$ cat config.mk
export PLATFORM = sky130hd
export DESIGN_NAME = multicycle_control
export DESIGN_NICKNAME = d
export VERILOG_FILES = /design/src/rtl/multicycle_control.sv
export SDC_FILE = /design/constraint.sdc
export NUM_CORES = 1
export LEC_CHECK = 0
export BUFFER_PORTS_ARGS = -buffer_cell sky130_fd_sc_hd__buf_2
export CORE_MARGIN = 5
export CORE_UTILIZATION = 42
export DETAILED_ROUTE_END_ITERATION = 8
export PLACE_DENSITY = 0.8
export RECOVER_POWER = 50
export SYNTH_ARGS = -nofsm -noshare
export SYNTH_HDL_FRONTEND = slang
export SYNTH_SLANG_ARGS = --single-unit
$ cat constraint.sdc
create_clock -name clk -period 2.25 [get_ports clk]
set_clock_uncertainty 0.1 [all_clocks]
set_input_delay 0 -clock clk [delete_from_list [all_inputs] [get_ports clk]]
set_output_delay 0 -clock clk [all_outputs]
set_load 0.005 [all_outputs]
$ cat src/rtl/multicycle_control.sv
// rtl/multicycle_control.sv - multicycle RISC-V control FSM with ALU and immediate decoders
// Optional MULTICYCLE_BNE_EN: BEQ state also resolves bne (f3=001) as a taken-on-nonzero branch.
module multicycle_control (
   input  logic       clk,
   input  logic       reset,
   input  logic [6:0] op,
   input  logic [2:0] f3,
   input  logic       f7,
   input  logic       zero,
   output logic       pcWrite,
   output logic       adrSrc,
   output logic       memWrite,
   output logic       irWrite,
   output logic       regWrite,
   output logic [1:0] resSrc,
   output logic [1:0] aluSrcA,
   output logic [1:0] aluSrcB,
   output logic [1:0] inmSrc,
   output logic [2:0] ALUControl,
   output logic [3:0] state
);

   typedef enum logic [3:0] {
      S_FETCH    = 4'd0,
      S_DECODE   = 4'd1,
      S_MEMADR   = 4'd2,
      S_MEMREAD  = 4'd3,
      S_MEMWB    = 4'd4,
      S_MEMWRITE = 4'd5,
      S_EXECUTER = 4'd6,
      S_ALUWB    = 4'd7,
      S_EXECUTEI = 4'd8,
      S_JAL      = 4'd9,
      S_BEQ      = 4'd10
   } state_t;

   localparam logic [6:0] OP_LW   = 7'b0000011;
   localparam logic [6:0] OP_SW   = 7'b0100011;
   localparam logic [6:0] OP_R    = 7'b0110011;
   localparam logic [6:0] OP_I    = 7'b0010011;
   localparam logic [6:0] OP_JAL  = 7'b1101111;
   localparam logic [6:0] OP_BEQ  = 7'b1100011;

   state_t     r_state;
   state_t     w_next;
   logic [1:0] w_alu_op;
   logic       w_pc_update;
   logic       w_branch;
   logic       w_take;

   always_ff @(posedge clk) begin
      if (reset)
         r_state <= S_FETCH;
      else
         r_state <= w_next;
   end

   always_comb begin
      w_next = S_FETCH;
      case (r_state)
         S_FETCH:  w_next = S_DECODE;
         S_DECODE: begin
            case (op)
               OP_LW, OP_SW: w_next = S_MEMADR;
               OP_R:         w_next = S_EXECUTER;
               OP_I:         w_next = S_EXECUTEI;
               OP_JAL:       w_next = S_JAL;
               OP_BEQ:       w_next = S_BEQ;
               default:      w_next = S_FETCH;
            endcase
         end
         S_MEMADR:   w_next = (op == OP_LW) ? S_MEMREAD : S_MEMWRITE;
         S_MEMREAD:  w_next = S_MEMWB;
         S_EXECUTER: w_next = S_ALUWB;
         S_EXECUTEI: w_next = S_ALUWB;
         S_JAL:      w_next = S_ALUWB;
         default:    w_next = S_FETCH;
      endcase
   end

   // Reset presents FETCH mux selects but suppresses every write enable.
   always_comb begin
      adrSrc      = 1'b0;
      memWrite    = 1'b0;
      irWrite     = 1'b0;
      regWrite    = 1'b0;
      resSrc      = 2'b00;
      aluSrcA     = 2'b00;
      aluSrcB     = 2'b00;
      w_alu_op    = 2'b00;
      w_pc_update = 1'b0;
      w_branch    = 1'b0;
      if (reset) begin
         aluSrcB = 2'b10;
         resSrc  = 2'b10;
      end else begin
         case (r_state)
            S_FETCH: begin
               irWrite     = 1'b1;
               aluSrcB     = 2'b10;
               resSrc      = 2'b10;
               w_pc_update = 1'b1;
            end
            S_DECODE: begin
               aluSrcA = 2'b01;
               aluSrcB = 2'b01;
            end
            S_MEMADR: begin
               aluSrcA = 2'b10;
               aluSrcB = 2'b01;
            end
            S_MEMREAD: adrSrc = 1'b1;
            S_MEMWB: begin
               resSrc   = 2'b01;
               regWrite = 1'b1;
            end
            S_MEMWRITE: begin
               adrSrc   = 1'b1;
               memWrite = 1'b1;
            end
            S_EXECUTER: begin
               aluSrcA  = 2'b10;
               w_alu_op = 2'b10;
            end
            S_EXECUTEI: begin
               aluSrcA  = 2'b10;
               aluSrcB  = 2'b01;
               w_alu_op = 2'b10;
            end
            S_ALUWB: regWrite = 1'b1;
            S_JAL: begin
               aluSrcA     = 2'b01;
               aluSrcB     = 2'b10;
               w_pc_update = 1'b1;
            end
            S_BEQ: begin
               aluSrcA  = 2'b10;
               w_alu_op = 2'b01;
               w_branch = 1'b1;
            end
            default: ;
         endcase
      end
   end

`ifdef MULTICYCLE_BNE_EN
   always_comb begin
      case (f3)
         3'b000:  w_take = zero;
         3'b001:  w_take = ~zero;
         default: w_take = 1'b0;
      endcase
   end
`else
   assign w_take = zero;
`endif

   assign pcWrite = w_pc_update | (w_branch & w_take);

   always_comb begin
      case (op)
         OP_SW:   inmSrc = 2'b01;
         OP_BEQ:  inmSrc = 2'b10;
         OP_JAL:  inmSrc = 2'b11;
         default: inmSrc = 2'b00;
      endcase
   end

   always_comb begin
      ALUControl = 3'b000;
      case (w_alu_op)
         2'b01: ALUControl = 3'b001;
         2'b10: begin
            case (f3)
               3'b000:  ALUControl = ({op[5], f7} == 2'b11) ? 3'b001 : 3'b000;
               3'b010:  ALUControl = 3'b101;
               3'b110:  ALUControl = 3'b011;
               3'b111:  ALUControl = 3'b010;
               default: ALUControl = 3'b000;
            endcase
         end
         default: ALUControl = 3'b000;
      endcase
   end

   assign state = r_state;

endmodule

==> impl_results.md <==
- Layout area overhead: 40.0%
- Fin Setup TNS: 0 ns
- H-tree levels: 1
- M2 GR Usage: a little under a third
- Final Net Count: approximately 140
- Netlist cell types: 39
- Clock sinks: 4
- Measured slew at the worst slew-check pin: 0.516 ns
- YS warnings: 0
- Initial antenna violation count: 0
- Final slew viol count: 0
- Crit path kind: reg -> out
- Row count: 13
- First-pass GRT wire length: between 2 and 3 mm
- Via count: 716
- Core ar.: 0.00128 mm2
- WHS Endpoint: state[0]$_SDFF_PP0_
- Dpl cell area: between 700 and 800 um2
- Dpl cells: 130
- Crit Path Max Fanout: 8
- Syn avg cell area: 6.75 um2
- Drc violations: 0
- Largest net degree at the start of global routing: 13
- Unrepaired setup endpoints after global routing: false
- Vias in the first global route: ~680
- 1st-pass router iterations: 4
- Top Ports: 34
- GP Congestion: a little under 0.9
- Detailed placement HPWL: between 1 and 1.5 mm
- DRT antenna net count: 0
- Root Buffer: clkbuf_4
- Internal power: roughly 0.00016 W
- CTS tree: done
- DR WL/cell: around 13 um
- Post-synth net total: 100
- Reg2reg path depth: 3
- Worst-path clk slew: ~0.040 ns
- Combinational power share: a little over a quarter
- CP max stage delay: around 0.36 ns
- Initial DRC Count: 19
- Clock Latency Late Sink: around 0.24 ns
- Switching Fraction: 30.7%
- #FFs+latches synth: 4
- Synth Cell Area: about 570 um2
- Clock Tree Buf Depth: 2
- Max VDD drop: between 100 and 150 uV
- Slew headroom: between 60 and 70%
- Reg2reg start: state[2]$_SDFF_PP0_
- Cell area after layout: slightly below 800 um2
- Element type at the critical path end: output port
- Final setup vio count: 0
- Crit-path slowest cell: dfxtp_4
- I/O Buffers: 33
- Seq/Total Area, Yosys: between 10% and 20%
- Global-route usage over all layers: ~17%
- Reg power frac: 32.5%
- Hold path depth: 3
- Max reg flops: 4
- Minimum clock period: approximately 2.1 ns
- Type of origin of the critical path: register
- Total CTS buffers: 3
- Achievable Freq: 0.469 GHz
- Clock group share of total power: ~40%
- Met1 Usage GRT: a little over a fifth
- Switching power total: between 0.00007 and 0.00008 W
- FF/Latch Area: 87.6 um2
- Non-Filler Instances: between 100 and 150
- Outcome: finished clean
- Via density: 5.38
- Hold-fix buffers, CTS: 0
- Initial Utilization: about 44%
- Leakage Power: 0.377 nW
- Number of synthesized flops with an enable pin: 0
- FF-to-FF setup slack: about 0.7 ns
- Die ar.: between 0.002 and 0.0025 mm2
- N_diodes: 0
- Area of the multi-input gates: approximately 470 um2
- Crit-path cells: nand2b_4 > mux2_2 > or3_4 > inv_2 > ha_4 > nand2_1 > nor4_2 > buf_2
- Tightest Hold Check Type: in -> reg
- Prevailing post-synth register cell: dfxtp_1
- Routed WL: between 1.5 and 2 mm
- Share of layout cells above drive strength 1: between 30% and 40%
- Fin crit share: around 95%
- Hold_ws: between 0.005 and 0.006 ns
- Launch point of the worst hold path: op[3]
- Met3 usage: 0%
- CP Data Arrival Time: 2.03 ns
- Cell Pwr Density: 289 mW/mm2
- Top Usage Layer GRT: met2
- Die span in y: ~47 um
- Total gr overflow: 0
- Die Wd: roughly 47 um
- Worst EP required: 2.15 ns
- Number of max-cap violations: 0
- R2r endpoint: state[2]$_SDFF_PP0_
- Number of fillers in the final layout: 126
- Final hold vios: 0
- Mapped Cells: 84
- Post-synth ARST share: 0%
synthesized netlist by cell type (3+ instances only):
cell	instances	share of area, %
inv_1	5	3.3
nand2b_1	4	4.4
a21oi_1	4	3.5
nor3_1	3	2.6
nand2_1	8	5.3
nand3_1	4	3.5
nor2_1	9	6.0
buf_2	3	2.6
dfxtp_1	4	14
nor2b_1	3	3.3
a31oi_1	3	3.3
and3_1	3	3.3
cell type report:
cell class	count	share of cell area (%)
Sequential cell	4	11.0
Inverter	6	2.84
Multi-Input combinational cell	68	58.7
Tap cell	15	2.37
Clock buffer	3	2.84
Timing Repair Buffer	37	22.2
per-layer routing:
| metal | part of all wire [%] | wire length (um) |
|---|---|---|
| met2 | 49 | 833 |
| met3 | 4.6 | 77 |
| met4 | 1.9 | 32 |
| met5 | 0 | 0 |
| met1 | 44 | 749 |
kinds of logic (layout without fill, tap and decap cells):
| kind of cell | after synthesis | count (layout) | share of synthesized area, % |
|---|---|---|---|
| xor+xnor | 3 | 3 | 4.64 |
| compound gates | 17 | 17 | 21.0 |
| fa+ha+maj | 2 | 2 | 4.41 |
| simple gates | 44 | 44 | 43.5 |
| buf+inv | 12 | 46 | 8.61 |
| mux | 2 | 2 | 3.75 |
| flops | 4 | 4 | 14.1 |
cells in the final DEF, fill, tap and decap left out, types with 2 or more instances in the layout:
cell type   n
nand3_1     4
and3_1      3
nor2_1      9
clkbuf_4    3
clkbuf_1    7
nand2_1     8
a31oi_1     3
dfxtp_1     2
buf_2      30
dfxtp_4     2
a21oi_1     4
inv_1       5
nor4_1      2
nor3_1      3
nand2b_4    2
xor2_1      2
nor2b_1     3
nand2b_1    2
critical path, delay by kind of cell, from the launching register on:
family / cells / cell delay [ns]
mux: 1 / 0.26
buf+inv: 2 / 0.23
simple gates: 4 / 0.81
flops: 1 / 0.36
fa+ha+maj: 1 / 0.13
worst max path at each step:
| stage | start | slack (ns) | end | cells past startpoint |
|---|---|---|---|---|
| 6_report | state[1]$_SDFF_PP0_ | 0.12 | ALUControl[2] | 8 |
| 3_5_place_dp | state[3]$_SDFF_PP0_ | 0.22 | ALUControl[2] | 7 |
| 2_1_floorplan | state[1]$_SDFF_PP0_ | 0.46 | ALUControl[2] | 6 |
| 3_3_place_gp | state[3]$_SDFF_PP0_ | 0.33 | ALUControl[2] | 7 |
| 4_1_cts | state[1]$_SDFF_PP0_ | 0.04 | ALUControl[2] | 7 |
| 5_1_grt | state[1]$_SDFF_PP0_ | 0.002 | ALUControl[2] | 8 |
power by group through the flow:
stage               Sequential, W   Clock, W  Combinational (W)
floorplan               0.0000753          0          0.0000351
global placement        0.0000776          0          0.0000633
detailed placement      0.0000777          0          0.0000645
CTS                     0.0000767  0.0000917          0.0000653
global route            0.0000747  0.0000999          0.0000706
finish                  0.0000744  0.0000922          0.0000625
timing repair:
action,4_1_cts,5_1_grt
pin swaps,0,1
setup buffers,0,0
resized for setup,3,6
setup endpoints to repair,1,1
endpoints found under the hold margin,0,0
metrics by stage:
step	total power (W)	setup WS, ns	util, %
global route	0.000245	0.00227	61.7
finish	0.000229	0.116	61.7
floorplan	0.000110	0.456	-
detailed placement	0.000142	0.216	58.7
CTS	0.000234	0.0416	61.6
global placement	0.000141	0.328	58.7
No activity file was read; power rests on OpenSTA's default activity.
